$ cat config.mk
export PLATFORM = sky130hd
export DESIGN_NAME = fifo_uart_tx
export DESIGN_NICKNAME = d
export VERILOG_FILES = /design/src/rtl/fifo_uart_tx.sv
export SDC_FILE = /design/constraint.sdc
export NUM_CORES = 1
export LEC_CHECK = 0
export CELL_PAD_IN_SITES_DETAIL_PLACEMENT = 0
export CELL_PAD_IN_SITES_GLOBAL_PLACEMENT = 2
export CORE_MARGIN = 2
export CORE_UTILIZATION = 32
export CTS_BUF_LIST = sky130_fd_sc_hd__clkbuf_2 sky130_fd_sc_hd__clkbuf_4 sky130_fd_sc_hd__clkbuf_8
export DETAILED_ROUTE_END_ITERATION = 8
export GPL_TIMING_DRIVEN = 0
export MAX_ROUTING_LAYER = met4
export PLACE_DENSITY_LB_ADDON = 0.1
export RECOVER_POWER = 100
export SYNTH_ARGS = -nofsm -noshare
export SYNTH_HDL_FRONTEND = slang
export SYNTH_SLANG_ARGS = --single-unit
$ cat constraint.sdc
create_clock -name clk -period 1.6 [get_ports clk]
set_input_delay 0.16 -clock clk [delete_from_list [all_inputs] [get_ports clk]]
set_output_delay 0.16 -clock clk [all_outputs]
set_load 0.01 [all_outputs]
$ cat src/rtl/fifo_uart_tx.sv
// fifo_uart_tx: pops bytes from an upstream byte FIFO and sends each one
// as an 8N1 frame, LSB first: one start bit, eight data bits, one stop bit.
// A frame takes 10*CLKS_PER_BIT clocks. The read/load handshake adds an
// idle-high gap of at least 3 clocks between consecutive frames.
// CLKS_PER_BIT must be at least 2.
module fifo_uart_tx #(
  parameter int CLKS_PER_BIT = 868
) (
  input  logic       clk,
  input  logic       reset,
  input  logic       enable,
  input  logic       fifo_empty,
  input  logic [7:0] fifo_data,
  output logic       fifo_rd,
  output logic       tx,
  output logic       busy,
  output logic       byte_done
);

  localparam int CNT_W = $clog2(CLKS_PER_BIT);
  localparam logic [CNT_W-1:0] CNT_LAST   = CNT_W'(CLKS_PER_BIT - 1);
  localparam logic [CNT_W-1:0] CNT_PENULT = CNT_W'(CLKS_PER_BIT - 2);

  typedef enum logic [2:0] {
    IDLE  = 3'd0,
    READ  = 3'd1,
    LOAD  = 3'd2,
    START = 3'd3,
    DATA  = 3'd4,
    STOP  = 3'd5
  } state_t;

  state_t           state_q;
  logic [CNT_W-1:0] baudCnt_q, baudCnt_d;
  logic [2:0]       bitIdx_q, bitIdx_d;
  logic [7:0]       shiftReg_q, shiftReg_d;
  logic             tx_q;
  logic             fifoRd_q;
  logic             busy_q;
  logic             byteDone_q;
  logic             bitEnd;
  logic             stopPenult;

  // Detect the last clock of the current serial bit, and the clock just before the end of the stop bit.
  always_comb begin
    bitEnd     = (baudCnt_q == CNT_LAST);
    stopPenult = (state_q == STOP) && (baudCnt_q == CNT_PENULT);
  end

  // Next values for the baud counter, bit index and shift register; only the serialising states advance them.
  always_comb begin
    baudCnt_d  = baudCnt_q;
    bitIdx_d   = bitIdx_q;
    shiftReg_d = shiftReg_q;
    case (state_q)
      LOAD: begin
        baudCnt_d  = '0;
        bitIdx_d   = 3'd0;
        shiftReg_d = fifo_data;
      end
      START, STOP: begin
        baudCnt_d = bitEnd ? '0 : baudCnt_q + CNT_W'(1);
      end
      DATA: begin
        baudCnt_d = bitEnd ? '0 : baudCnt_q + CNT_W'(1);
        if (bitEnd) begin
          bitIdx_d   = bitIdx_q + 3'd1;
          shiftReg_d = {1'b0, shiftReg_q[7:1]};
        end
      end
      default: begin
        baudCnt_d = '0;
      end
    endcase
  end

  // Datapath registers; reset clears them so no partial frame can survive.
  always_ff @(posedge clk) begin
    if (reset) begin
      baudCnt_q  <= '0;
      bitIdx_q   <= 3'd0;
      shiftReg_q <= 8'h00;
    end else begin
      baudCnt_q  <= baudCnt_d;
      bitIdx_q   <= bitIdx_d;
      shiftReg_q <= shiftReg_d;
    end
  end

  // Frame sequencer; every output is set one clock ahead so that it is registered in the state it belongs to.
  always_ff @(posedge clk) begin
    if (reset) begin
      state_q    <= IDLE;
      tx_q       <= 1'b1;
      fifoRd_q   <= 1'b0;
      busy_q     <= 1'b0;
      byteDone_q <= 1'b0;
    end else begin
      fifoRd_q   <= 1'b0;
      byteDone_q <= 1'b0;
      case (state_q)
        IDLE: begin
          tx_q <= 1'b1;
          if (enable && !fifo_empty) begin
            state_q  <= READ;
            fifoRd_q <= 1'b1;
            busy_q   <= 1'b1;
          end
        end
        READ: begin
          state_q <= LOAD;
        end
        LOAD: begin
          state_q <= START;
          tx_q    <= 1'b0;
        end
        START: begin
          if (bitEnd) begin
            state_q <= DATA;
            tx_q    <= shiftReg_q[0];
          end
        end
        DATA: begin
          if (bitEnd) begin
            if (bitIdx_q == 3'd7) begin
              state_q <= STOP;
              tx_q    <= 1'b1;
            end else begin
              tx_q <= shiftReg_q[1];
            end
          end
        end
        STOP: begin
          if (stopPenult) begin
            byteDone_q <= 1'b1;
          end
          if (bitEnd) begin
            state_q <= IDLE;
            busy_q  <= 1'b0;
          end
        end
        default: begin
          state_q <= IDLE;
          tx_q    <= 1'b1;
          busy_q  <= 1'b0;
        end
      endcase
    end
  end

  assign fifo_rd   = fifoRd_q;
  assign tx        = tx_q;
  assign busy      = busy_q;
  assign byte_done = byteDone_q;

endmodule

# Yosys cells after proc, flatten, opt, wreduce, memory -nomap -nowiden
# Index checks and enable logic that the tools add are counted.
# word_totals
output_inout_bits	4
ff_bits	28
# op_classes
eq_ne	13
n_addsub	2
reduce_logical	15
bitwise_logic	5
mux	19
# op_table
cell	n
$eq 10x10->1 const B	2
$mux 3	6
$pmux 3 s6	1
$pmux 8 s2	1
$add 10x1->10 const B	1
$ne 2x2->1 const B	5
$eq 3x3->1 const B	3
$mux 8	1
$mux 1	7
$eq 3x2->1 const B	2
$pmux 3 s2	1
$reduce_and 3->1	2
$reduce_or 2->1	3
$reduce_or 3->1	2
$not 1->1	5
$reduce_and 5->1	1
$pmux 1 s4	1
$reduce_or 4->1	1
$add 3x1->3 const B	1
$eq 3x1->1 const B	1
$logic_not 3->1	1
$pmux 1 s3	1
$logic_and 1x1->1	2
$reduce_and 2->1	1
other kinds (2)	2

# Depth between registers and ports, before layout
# Gate-level depths: netlist of the first run.
# logic_depth
ltp_word	4
depth_mapped	6
mapped_depth_nobuf	6

# Worst setup path after synthesis of the first run
# No wires, ideal clock.
# synth_timing
kind	register to register
startpoint	reg baudCnt_q[0]
endpoint	reg shiftReg_q[6]
setup_time_ns	0.079
period_less_slack_ns	1.539
arrival_time_ns	1.460
path_stages_with_launch	7
required_ns	1.521
setup_slack_ns	0.061
path_buffers	1
cell_sequence	dfxtp_1 > ha_1 > nor4bb_1 > a32o_2 > buf_6 > nor2_2 > a211oi_2
# synth_via
elab_chain_len	3
# synth_rtl
item	line	text
start: declaration	34	logic [CNT_W-1:0] baudCnt_q, baudCnt_d;
start signal: assignment	84	baudCnt_q <= baudCnt_d;
$eq 10x10->1	46	bitEnd = (baudCnt_q == CNT_LAST);
$ne 2x2->1 (no source line)	n/a	
$reduce_and 2->1 (no source line)	n/a	
end signal: assignment	86	shiftReg_q <= shiftReg_d;
end: declaration	36	logic [7:0] shiftReg_q, shiftReg_d;
# No other way between the ends.
# A chain may end at the register's enable or synchronous reset.

# Worst setup path after layout of the first run
# layout_timing
startpoint	reg state_q[1]
endpoint	reg shiftReg_q[5]
# layout_via
elab_chain_len	3
word_cells_on_any_way	6
cone_classes	eq/ne (3); mux (1); reduce/logical (2)
# layout_rtl
item	line	text
start: declaration	33	state_t state_q;
start signal: assignment	93	state_q <= IDLE;
start signal: assignment	105	state_q <= READ;
start signal: assignment	111	state_q <= LOAD;
$eq 3x3->1 or $eq 3x2->1 (tied branches)	55	case (state_q)
$ne 2x2->1 (no source line) or $reduce_bool 2->1 (tied branches)	n/a	
$reduce_and 2->1 (no source line)	n/a	
# Parallel ways exist; a longest one is shown, timed or not.

==> run_results.csv, run 1 <==
group,metric,value,unit
run_status,run_status,"completed",
sta,clock.fmax,646,MHz
critical_path,path_class,"reg -> reg",
layout,drive_gt1_share,19.8,%
power_and_ir_drop,p_int,1030,µW
floorplan,fp.coreArea,4320,µm²
global_routing,grt_pass1_vias,1148,
worst_hold_path,hold_depth,1,
layout,diodes,0,
yosys,synth_area_leaders,"dfxtp_1, nor2_1, mux2i_1",
critical_path,cp-start-kind,"register",
global_routing,grt_usage,13.7,%
critical_path,cp.required,1800,ps
layout,final_core_util,41.2,%
clock_network,cts_htree_levels,1,
floorplan,num_io_pins,16,
detailed_routing,drt_iter0_drc,53,
detailed_routing,routed_wl,3.14,mm
placement,portBuffers,15,
sta,setup_slack,52.7,ps
clock_network,clk_path_buf_depth,2,
yosys,synth_most_common_cell,"dfxtp_1",
worst_hold_path,hold_path_class,"reg -> reg",
clock_network,clk_latency,270,ps
placement,place.gp.congestion,0.747,
sta,relSlewSlack,68.6,%
yosys,ys_types,38,
yosys,synth_nets,177,
detailed_routing,route.detailed.drc,0,
yosys,synth_edf_count,0,
critical_path,r2r-start,"state_q[1]",
sta,tightest_slew,471,ps
placement,hpwlAfterDp,2.31,mm
global_routing,grt_max_degree,16,
sta,rsz0062_at_grt,"true",
sta,slew_violations,0,
yosys,synth_flop_cell,"dfxtp_1",
floorplan,start_util,33.1,%
floorplan,rows,24,
global_routing,overflow,0,
worst_hold_path,min_to,"baudCnt_q[0]",
sta,hold_violations,0,
yosys,synth-seq-cells,28,
critical_path,timing.rr.end,"shiftReg_q[5]",
placement,dpl_worst_slack,-228,ps
sta,fin_crit_sh,96.7,%
detailed_routing,via_per_inst,4.97,
power_and_ir_drop,clock_power_share,32.2,%
sta,fin_worst_skew,2.47,ps
layout,fillCellCount,454,
yosys,synthTopCellsByCount,"dfxtp_1, nor2_1, nand2_1, nand3_1",
clock_network,cts_buffers,3,
global_routing,grt_pass1_wl,5.40,mm
clock_network,clockRootBuffer,"clkbuf_8",
floorplan,dieArea,5030,µm²
floorplan,fp.dieW,70.9,µm
detailed_routing,vias,1164,
power_and_ir_drop,power_density,761,nW/µm²
global_routing,antenna_found_initial,0,
worst_hold_path,holdCritStartpoint,"baudCnt_q[0]",
critical_path,arrival,1750,ps
power_and_ir_drop,p_sw,324,µW
sta,setup_viol,0,
job,drv_cap,0,
yosys,yosysTopAreaCell,"dfxtp_1",
power_and_ir_drop,comb_power_share,13.5,%
power_and_ir_drop,p_seq_share,54.4,%
detailed_routing,wl_per_cell,13.4,µm
critical_path,reg2reg_depth,6,
yosys,syn_inst,161,
yosys,netlist.area_leader.share,39.1,%
clock_network,clk_pin_slew,90,ps
layout,multi_input_area,847,µm²
yosys,netlist_area,1430,µm²
yosys,post_synth.cell_area_avg,8.90,µm²
yosys,ys_async_sr_fraction,0,%
floorplan,die_y,70.9,µm
critical_path,crit_path_end_kind,"register",
sta,tns,0,ps
sta,period_needed,1550,ps
layout,syn_to_final_growth,24.4,%
layout,num-nets-final,199,
power_and_ir_drop,switching_share,23.9,%
detailed_routing,drtAntennaViolNets,0,
yosys,yosysSeqAreaShare,39.1,%
critical_path,crit_fanout,10,
power_and_ir_drop,p_leak,0.000566,µW
detailed_routing,first_pass_iters,3,
layout,ff_latch_area,568,µm²
clock_network,cts_sinks,28,
power_and_ir_drop,vdd_drop_max,0.360,mV
clock_network,cts_tree,"built",
critical_path,r2r_slack,50,ps
yosys,yosysWarningCount,0,
==> repair_timing <==
item / in CTS / in global routing
gates resized for setup: 9 / 12
pin swaps: 3 / 2
hold buffers: 0 / 0
buffers inserted: 2 / 0
endpoints found under the setup margin: 12 / 26
==> how the worst max path moves through the flow <==
| stage | from | endpoint | cells after the start |
|---|---|---|---|
| finish | state_q[1] | shiftReg_q[5] | 6 |
| global route | state_q[1] | shiftReg_q[1] | 6 |
| CTS | state_q[0] | shiftReg_q[4] | 6 |
| detailed placement | baudCnt_q[0] | shiftReg_q[5] | 6 |
| global placement | reset | fifo_rd | 4 |
| floorplan | baudCnt_q[0] | shiftReg_q[6] | 6 |
==> per-stage QoR <==
| stage | instance area [µm²] | hold slack, ps | total power [µW] | std cells |
|---|---|---|---|---|
| after floorplan | 1430 | 317 | 858 | 161 |
| after global placement | 1650 | 456 | 923 | 228 |
| after detailed placement | 1650 | 469 | 924 | 228 |
| after CTS | 1740 | 485 | 1380 | 234 |
| after global routing | 1780 | 491 | 1430 | 234 |
| final | 1780 | 462 | 1360 | 234 |
==> worst max-delay path: stages (launching register included) <==
cell and delay [ps]:
dfxtp_1 320, buf_2 200, nor4bb_2 290, a32o_2 270, buf_6 170, nor2_2 40, a211oi_2 180
==> layer usage <==
layer / share of wire [%] / track usage, % / vias up / routed length (µm)
met2: 49 / 22.9 / 8 / 1530
met5: 0 / - / - / 0
met1: 49 / 17.5 / 544 / 1530
met3: 2.0 / 1.71 / 2 / 62
met4: 0.73 / 3.77 / 0 / 23
li1: - / - / 610 / -
==> power groups by stage <==
stage / logic (µW) / registers [µW] / clock network, µW
3_3_place_gp: 169 / 754 / 0
3_5_place_dp: 169 / 755 / 0
2_1_floorplan: 105 / 753 / 0
6_report: 183 / 737 / 436
5_1_grt: 202 / 742 / 486
4_1_cts: 178 / 739 / 467
==> cell usage in the layout (no fill, tap or decap), types with 2 or more instances in the layout <==
master           count
a211oi_1             5
a211oi_2             4
a21oi_1              8
a31oi_1              2
a32o_1               2
and2_1               2
buf_2                4
buf_4                2
buf_6                3
clkbuf_8             4
clkdlybuf4s50_1     15
dfxtp_1             24
dfxtp_2              3
ha_1                 2
inv_1                3
mux2i_1              7
nand2_1              9
nand2b_1             4
nand3_1              8
nor2_1              20
nor2_2               4
nor2b_1              2
nor3_1               8
nor4b_4              2
o21ai_0              4
or3_1                2
xnor2_1              6
xor2_1               2
==> sequential cells by signal, summed over array words and instances, names as in the netlist <==
name        flops
bitIdx_q        3
byte_done       1
shiftReg_q      8
baudCnt_q      10
fifo_rd         1
tx              1
state_q         3
busy            1
==> layout make-up <==
cell class,instances,share of cell area (%)
well taps,52,3.65
repair buffers,17,9.27
clock buffers,4,3.09
inverters,3,0.632
plain buffers,10,3.93
flip-flops and latches,28,31.9
multi-input cells,120,47.5
==> kinds of logic (layout without fill, tap and decap cells) <==
group	Yosys count	in the layout	share of synthesized area (%)
AO/OA/AOI/OAI	29	29	14.6
XOR/XNOR	8	8	4.89
adder cells (fa/ha/maj)	4	4	3.49
buffers and inverters	13	34	5.33
flip-flops	28	28	39.1
multiplexers	7	7	4.89
AND/OR/NAND/NOR	72	72	27.7
(Power assumes the default switching activity.)
==> run 2, diff against run 1 <==
- CORE_ASPECT_RATIO: not set -> 1.25
==> run_results.csv, run 2 (synthesized netlist as in run 1, its figures left out) <==
group,metric,value,unit
run_status,run_status,"completed",
critical_path,path_class,"reg -> reg",
global_routing,overflow,0,
sta,period_needed,1520,ps
layout,num-nets-final,204,
sta,slew_violations,0,
placement,placed_cell_area,1660,µm²
sta,tightest_slew,475,ps
critical_path,cp.required,1780,ps
clock_network,cts_hold_buf,0,
floorplan,fp.dieW,63.8,µm
floorplan,dieArea,5030,µm²
global_routing,grt_pass1_wl,5.69,mm
clock_network,cts_tree,"built",
layout,syn_to_final_growth,28.0,%
layout,regMostFlops,"baudCnt_q",
global_routing,grt.met3_usage,1.70,%
global_routing,grt_pass1_vias,1160,
power_and_ir_drop,vdd_drop_max,0.322,mV
placement,hpwlAfterDp,2.34,mm
sta,setup_viol,0,
detailed_routing,routed_wl,3.28,mm
floorplan,num_io_pins,16,
detailed_routing,drt_iter0_drc,43,
sta,fin_worst_skew,12.9,ps
power_and_ir_drop,power_density,714,nW/µm²
detailed_routing,drtAntennaViolNets,0,
layout,mostFrequentLayoutCell,"dfxtp_1",
global_routing,grtUsageMet1,18.3,%
layout,diodes,0,
clock_network,cts_sinks,28,
sta,clock.fmax,656,MHz
global_routing,antenna_found_initial,0,
detailed_routing,first_pass_iters,4,
clock_network,cts_htree_levels,1,
critical_path,crit_path_end_kind,"register",
clock_network,clk_path_buf_depth,2,
sta,hold_violations,0,
layout,largest_reg_flops,10,
detailed_routing,wl_per_cell,13.4,µm
clock_network,clk_latency,280,ps
clock_network,cts_buffers,3,
detailed_routing,via_per_inst,4.95,
sta,fin_crit_sh,95.2,%
global_routing,grt_usage,14.5,%
detailed_routing,route.detailed.drc,0,
global_routing,busiest_layer,"met2",
layout,final_cell_mix,"dfxtp_1, nor2_1, clkdlybuf4s50_1",
global_routing,grt_max_degree,15,
placement,place.gp.congestion,0.750,
critical_path,cp-start-kind,"register",
critical_path,arrival,1710,ps
power_and_ir_drop,p_leak,0.000598,µW
clock_network,clk_pin_slew,100,ps
sta,rsz0062_at_grt,"true",
layout,final_core_util,42.1,%
critical_path,crit_fanout,7,
floorplan,die_y,78.8,µm
floorplan,fp.coreArea,4360,µm²
layout,reg_top3,"baudCnt_q x10, shiftReg_q x8",
placement,portBuffers,15,
detailed_routing,vias,1209,
sta,relSlewSlack,68.3,%
clock_network,clockRootBuffer,"clkbuf_8",
job,drv_cap,0,
layout,final_area,1830,µm²
floorplan,start_util,32.9,%
layout,drive_gt1_share,23.7,%
floorplan,rows,27,
global_routing,use_met2,24.4,%
worst_hold_path,hold_path_class,"reg -> reg",
==> run 2: cell types whose count changed in the layout (fill, tap and decap cells not counted), sizes merged <==
cell | before | now
clkdlybuf4s50 | 15 | 10
clkbuf | 7 | 5
clkinvlp | 0 | 1
inv | 3 | 2
buf | 9 | 15
dlygate4sd3 | 0 | 5
==> run 2: critical path: stages (launching register included) <==
cell and delay (ps):
dfxtp_4 390, ha_4 180, nor4bb_2 200, a32o_2 270, buf_4 140, nor2_1 40, a211oi_1 200
==> run 2: worst paths after layout <==
path              depth (start not counted)  slack (ps)         start            end
hold reg to reg                           1         460  baudCnt_q[0]   baudCnt_q[0]
setup / recovery                          6          80  baudCnt_q[1]  shiftReg_q[1]
hold / removal                            1         460  baudCnt_q[0]   baudCnt_q[0]
setup reg to reg                          6          80  baudCnt_q[1]  shiftReg_q[1]
==> run 2: through the flow <==
stage,setup WS (ps),total power [µW],setup TNS (ps),instances,hold WS (ps)
global placement,-217,923,-2450,234,457
global route,-23.6,1380,-39.4,244,486
floorplan,60.7,858,0,161,317
finish,76.2,1310,0,244,463
detailed placement,-234,924,-2690,234,468
CTS,8.93,1320,0,239,477
==> run 2: power by group <==
part           leakage, µW  switching (µW)  total, µW  internal (µW)
combinational     0.000345            97.0        198            101
sequential        0.000231            16.0        736            720
clock            0.0000216             207        376            169
total             0.000598             320       1310            990
==> run 2: layer usage <==
layer  wire (µm)  part of all wire (%)
met1        1450                    44
met2        1680                    51
met3          72                   2.2
met4          71                   2.2
met5           0                     0
==> run 2: final cells by class <==
class / instances / area (µm²)
Inverter: 3 / 15.0
Multi-Input combinational cell: 120 / 848
Clock buffer: 3 / 41.3
Timing Repair Buffer: 22 / 203
Buffer: 10 / 80.1
Sequential cell: 28 / 574
Fill cell: 450 / 2520
Tap cell: 58 / 72.6
==> run 2: timing repair <==
action,in CTS,in global routing
resized for setup,9,23
cloned,0,0
buffers inserted,2,5
pin swaps,3,5
setup endpoints to repair,12,25
==> run 3, diff against run 2 <==
- CAP_MARGIN: not set -> 20
- CTS_CLUSTER_SIZE: not set -> 25
==> results of run 3 <==
The final DEF is identical to that of run 2; final timing and power are the same.
